===== src/rtl/ifu_fetch_pkg.sv =====
// Shared definitions for the instruction fetch unit: reset PC, fetch FSM
// encodings and the instruction field positions the decoder also uses.
package ifu_fetch_pkg;

  localparam logic [31:0] IFU_RESET_PC = 32'h8000_0000;

  typedef enum logic [1:0] {
    ST_REQ  = 2'b00,
    ST_WAIT = 2'b01,
    ST_HOLD = 2'b10
  } ifu_state_e;

  localparam int OPCODE_LSB = 0;
  localparam int OPCODE_MSB = 6;
  localparam int FUNCT3_LSB = 12;
  localparam int FUNCT3_MSB = 14;
  localparam int FUNCT7_LSB = 25;
  localparam int FUNCT7_MSB = 31;

endpackage


===== src/rtl/ifu_pc_next.sv =====
// Next-PC selection for the fetch PC register: a redirect beats sequential
// advance, otherwise the PC holds.
module ifu_pc_next #(
  parameter int XLEN = 32
) (
  input  logic [XLEN-1:0] pc,
  input  logic            redirect_valid,
  input  logic [XLEN-1:0] redirect_pc,
  input  logic            advance,
  output logic [XLEN-1:0] pc_next
);

  always_comb begin
    pc_next = pc;
    if (redirect_valid) begin
      pc_next = {redirect_pc[XLEN-1:2], 2'b00};
    end else if (advance) begin
      pc_next = pc + XLEN'(4);
    end
  end

endmodule


===== src/rtl/ifu_fetch.sv =====
// Instruction fetch unit: owns the PC, issues one outstanding word read at a
// time and hands each instruction to decode over a valid/ready handshake.
module ifu_fetch
  import ifu_fetch_pkg::*;
#(
  parameter int              XLEN     = 32,
  parameter logic [XLEN-1:0] RESET_PC = XLEN'(IFU_RESET_PC)
) (
  input  logic            clk,
  input  logic            rst,
  output logic            imem_req_valid,
  input  logic            imem_req_ready,
  output logic [XLEN-1:0] imem_req_addr,
  input  logic            imem_rsp_valid,
  input  logic [31:0]     imem_rsp_data,
  input  logic            redirect_valid,
  input  logic [XLEN-1:0] redirect_pc,
  output logic            inst_valid,
  input  logic            inst_ready,
  output logic [31:0]     inst,
  output logic [XLEN-1:0] inst_pc,
  output logic [6:0]      opcode,
  output logic [2:0]      funct3,
  output logic [6:0]      funct7
);

  ifu_state_e      state;
  logic [XLEN-1:0] pc;
  logic [XLEN-1:0] pc_next;
  logic            drop;
  logic            req_fire;
  logic            advance;
  logic            vld_p1;
  logic [31:0]     inst_p1;
  logic [XLEN-1:0] inst_pc_p1;

  assign imem_req_valid = (state == ST_REQ) && !rst;
  assign imem_req_addr  = pc;
  assign req_fire       = imem_req_valid && imem_req_ready;
  assign advance        = (state == ST_HOLD) && inst_ready;

  ifu_pc_next #(.XLEN(XLEN)) u_pc_next (
    .pc             (pc),
    .redirect_valid (redirect_valid),
    .redirect_pc    (redirect_pc),
    .advance        (advance),
    .pc_next        (pc_next)
  );

  always_ff @(posedge clk) begin
    if (rst) begin
      state      <= ST_REQ;
      pc         <= RESET_PC;
      drop       <= 1'b0;
      vld_p1     <= 1'b0;
      inst_p1    <= '0;
      inst_pc_p1 <= '0;
    end else begin
      pc <= pc_next;
      case (state)
        ST_REQ: begin
          // A redirect racing an accepted request means that fetch is stale.
          if (req_fire) begin
            state <= ST_WAIT;
            drop  <= redirect_valid;
          end
        end
        ST_WAIT: begin
          if (imem_rsp_valid) begin
            if (drop || redirect_valid) begin
              state <= ST_REQ;
              drop  <= 1'b0;
            end else begin
              state      <= ST_HOLD;
              vld_p1     <= 1'b1;
              inst_p1    <= imem_rsp_data;
              inst_pc_p1 <= pc;
            end
          end else if (redirect_valid) begin
            drop <= 1'b1;
          end
        end
        ST_HOLD: begin
          if (redirect_valid || inst_ready) begin
            state  <= ST_REQ;
            vld_p1 <= 1'b0;
          end
        end
        default: begin
          state  <= ST_REQ;
          vld_p1 <= 1'b0;
        end
      endcase
    end
  end

  // Decode-facing stage: registered instruction and its pre-split fields
  assign inst_valid = vld_p1;
  assign inst       = inst_p1;
  assign inst_pc    = inst_pc_p1;
  assign opcode     = inst_p1[OPCODE_MSB:OPCODE_LSB];
  assign funct3     = inst_p1[FUNCT3_MSB:FUNCT3_LSB];
  assign funct7     = inst_p1[FUNCT7_MSB:FUNCT7_LSB];

endmodule

===== config.mk =====
export PLATFORM = sky130hd
export DESIGN_NAME = ifu_fetch
export DESIGN_NICKNAME = d
export VERILOG_FILES = /design/src/rtl/ifu_fetch_pkg.sv /design/src/rtl/ifu_pc_next.sv /design/src/rtl/ifu_fetch.sv
export SDC_FILE = /design/constraint.sdc
export NUM_CORES = 1
export LEC_CHECK = 0
export CORE_ASPECT_RATIO = 0.6
export CORE_MARGIN = 5
export CORE_UTILIZATION = 44
export DETAILED_ROUTE_END_ITERATION = 10
export GPL_TIMING_DRIVEN = 1
export HOLD_SLACK_MARGIN = 0.1
export PLACE_DENSITY = 0.87
export SLEW_MARGIN = 30
export SYNTH_ARGS = -nofsm -noshare
export SYNTH_HDL_FRONTEND = slang
export SYNTH_HIERARCHICAL = 1
export SYNTH_SLANG_ARGS = --single-unit
export TNS_END_PERCENT = 50

===== constraint.sdc =====
create_clock -name clk -period 3.16 [get_ports clk]
set_input_delay 0.474 -clock clk [delete_from_list [all_inputs] [get_ports clk]]
set_output_delay 0.474 -clock clk [all_outputs]
set_load 0.02 [all_outputs]

==> flow_metrics.tcl <==
set metrics [dict create \
    power.density_nw_per_um2 407 \
    p_comb_frac 0.147 \
    cpLargestDelayFamily "simple AND/OR/NAND/NOR gates" \
    min_period_ps 2580 \
    route.vias.total 4388 \
    p_sw_frac 0.254 \
    ios 185 \
    area_delta_synth_final_pct 42.2 \
    pwr-share-seq 0.489 \
    critPathKind "primary input to flop" \
    slew_headroom 0.631 \
    cts_tree "yes" \
    routabilityCongestion 0.789 \
    yosys.area.top_type "dfxtp_1" \
    port_buffers 182 \
    r2r_setup_slack_ps 720 \
    critical_path_depth 7 \
    fin_skew_ps 11.7 \
    whs_path_depth 2 \
    pre_cts_ws_ps 245 \
    start_util 0.453 \
    clock_latency_ps 340 \
    fin_setup_tns_ps 0 \
    cp.buffers_inverters 1 \
    fin_ws_ps 575 \
    synth_cell_type_count 44 \
    p_leak_nw 2.30 \
    drt-vias-per-instance 5.14 \
    critPathArrivalTime_ps 2850 \
    yosysMostFrequentCell "nand2_1" \
    die-area_sq_um 13200 \
    synth_area_per_cell_sq_um 8.51 \
    grt_max_degree 64 \
    synth_edf_count 0 \
    htree_levels 3 \
    syn_nets 635 \
    cts_resized 0 \
    drv_slew 0 \
    switchingPower_mw 0.704 \
    postCtsHoldBufs 0 \
    numCtsBuffers 9 \
    grt_setup_unrepaired "false" \
    finalCritPeriodShare 0.818 \
    yosysSeqAreaShare 0.417 \
    synth_seq_cells 100 \
    grt_overflow 0 \
    cts_sinks 100 \
    cp-start-kind "primary input" \
    required_ps 3430 \
    worstMarginPinSlew_ps 551 \
    ir_drop_uv 293 \
    synth_area_sq_um 4800 \
    drive_gt1_frac 0.0532 \
    post_cts_buffers 0 \
    cts_buffer_depth 2 \
    synth_warnings 6 \
    netlist_instances 564 \
    n_antenna_cell 0 \
    critPathMaxFanout 9 \
    grt_usage 0.203 \
    dieHeight_microns 90.9 \
    status "finished clean" \
    final-setup-viol-count 0 \
    std_cell_rows 29 \
    postRouteAntennaNets 0 \
    max-cap-violations 0 \
    fmax_mhz 387 \
    synth_area_leaders "dfxtp_1 (42%), mux2i_1 (14%), nand2_1 (12%)" \
    first_global_vias 4374 \
    worstRegToRegCells 6 \
    first_pass_iters 5 \
    ys.flop_type "dfxtp_1" \
    critical_path.slowest_cell "or3_1" \
    grt_pass1_wl_microns 21600 \
    root_buffer "clkbuf_16" \
    antenna_found_initial 0 \
    fin_nets 781 \
    async_flop_share 0 \
    drtIter0Drc 237 \
    wl_microns 13500 \
    yosysTopAreaCellShare 0.417 \
    hold_violations 0 \
    internal_power_mw 2.07 \
    slowest_delay_ps 580 \
    end_kind "flop" \
    hpwlAfterDp_microns 9990 \
    die_w_microns 145 \
    yosys-top-cells-count "nand2_1 (159), dfxtp_1 (100), mux2i_1 (66)" \
    clock_power_share 0.364 \
    core_area_sq_um 10600 \
    route.detailed.drc 0 \
    hold_path.class "flop to flop" \
    clk_pin_slew_ps 60 \
    crit_chain "clkdlybuf4s50_1 -> and3b_1 -> nand4_1 -> or3_1 -> or4_1 -> a31oi_1 -> nor2b_1" \
    wl_per_cell_microns 15.9 \
]
-- sequential cells by signal, indices dropped and copies added (netlist names) --
name           cells
inst              32
drop               1
inst_valid         1
imem_req_addr     32
inst_pc           32
state              2
-- tightest hold or removal path, delay by kind of cell (launching register included) --
kind,cells,cell delay [ps]
multiplexers,1,50
flip-flops,1,300
AND/OR/NAND/NOR,1,50
-- through the flow --
step                      hold slack [ps]  power, mW  cell area (sq um)  utilization  cells
after floorplan                       517       1.58               4800            -    564
after global placement                441       1.78               6550        0.618    838
after detailed placement              446       1.80               6550        0.618    838
after CTS                             460       2.81               6820        0.644    853
after global routing                  471       2.89               6820        0.644    853
final                                 457       2.78               6820        0.644    853
-- kinds of logic (layout without fill, tap and decap cells) --
logic type | Yosys count | in the layout | share of synthesized area
multiplexers | 66 | 66 | 0.138
XOR/XNOR | 12 | 12 | 0.0219
adder cells (fa/ha/maj) | 1 | 1 | 0.00261
buffers and inverters | 62 | 212 | 0.0782
flip-flops | 100 | 100 | 0.417
AO/OA/AOI/OAI | 48 | 48 | 0.0662
AND/OR/NAND/NOR | 275 | 275 | 0.276
-- placed cells by master, fill, tap and decap left out, types with 2 or more instances in the layout --
| cell type | Yosys | layout |
|---|---|---|
| or4_4 | 2 | 2 |
| nand3_1 | 14 | 14 |
| o21ai_0 | 14 | 14 |
| mux2i_1 | 66 | 66 |
| o41ai_1 | 2 | 2 |
| inv_1 | 6 | 5 |
| or3_1 | 3 | 3 |
| or2_2 | 4 | 4 |
| dfxtp_1 | 100 | 100 |
| nor2_1 | 16 | 16 |
| o211ai_1 | 5 | 5 |
| xnor2_1 | 7 | 7 |
| nand3_2 | 2 | 2 |
| nor2b_1 | 34 | 34 |
| nor3_1 | 4 | 4 |
| clkdlybuf4s50_1 | 0 | 182 |
| a31oi_1 | 13 | 13 |
| or4_1 | 15 | 15 |
| clkinvlp_4 | 0 | 2 |
| xor2_1 | 5 | 5 |
| clkbuf_16 | 0 | 9 |
| clkbuf_1 | 25 | 2 |
| nand2_1 | 159 | 159 |
| or4_2 | 3 | 3 |
| buf_12 | 0 | 3 |
| o31ai_1 | 10 | 10 |
| buf_4 | 18 | 6 |
| nand4_1 | 6 | 6 |
| nor4_1 | 3 | 3 |
-- worst paths after layout --
kind              start                 to
max          inst_ready  imem_req_addr[22]
min            inst[23]           inst[23]
max reg2reg    state[1]  imem_req_addr[22]
min reg2reg    inst[23]           inst[23]
-- final cells by class --
type | count | area (sq um)
Multi-Input combinational cell | 402 | 2420
Fill cell | 911 | 3770
Clock buffer | 12 | 246
Timing Repair Buffer | 191 | 1930
Tap cell | 139 | 174
Sequential cell | 100 | 2000
Inverter | 6 | 25.0
Clock inverter | 3 | 23.8
-- layer usage --
layer,part of all wire,wire (microns),up-vias,global-route usage
li1,-,-,2191,-
met1,0.42,5720,2026,0.255
met2,0.46,6250,153,0.328
met3,0.095,1290,18,0.0704
met4,0.019,261,0,0.0551
met5,0,0,-,0
-- power by group through the flow --
stage               clock network [mW]  registers [mW]  logic [mW]
floorplan                            0            1.41       0.169
global placement                     0            1.38       0.400
detailed placement                   0            1.39       0.409
CTS                               1.04            1.36       0.411
global route                      1.09            1.36       0.439
finish                            1.01            1.36       0.408
Note: power is estimated with default switching activity, not from simulation.
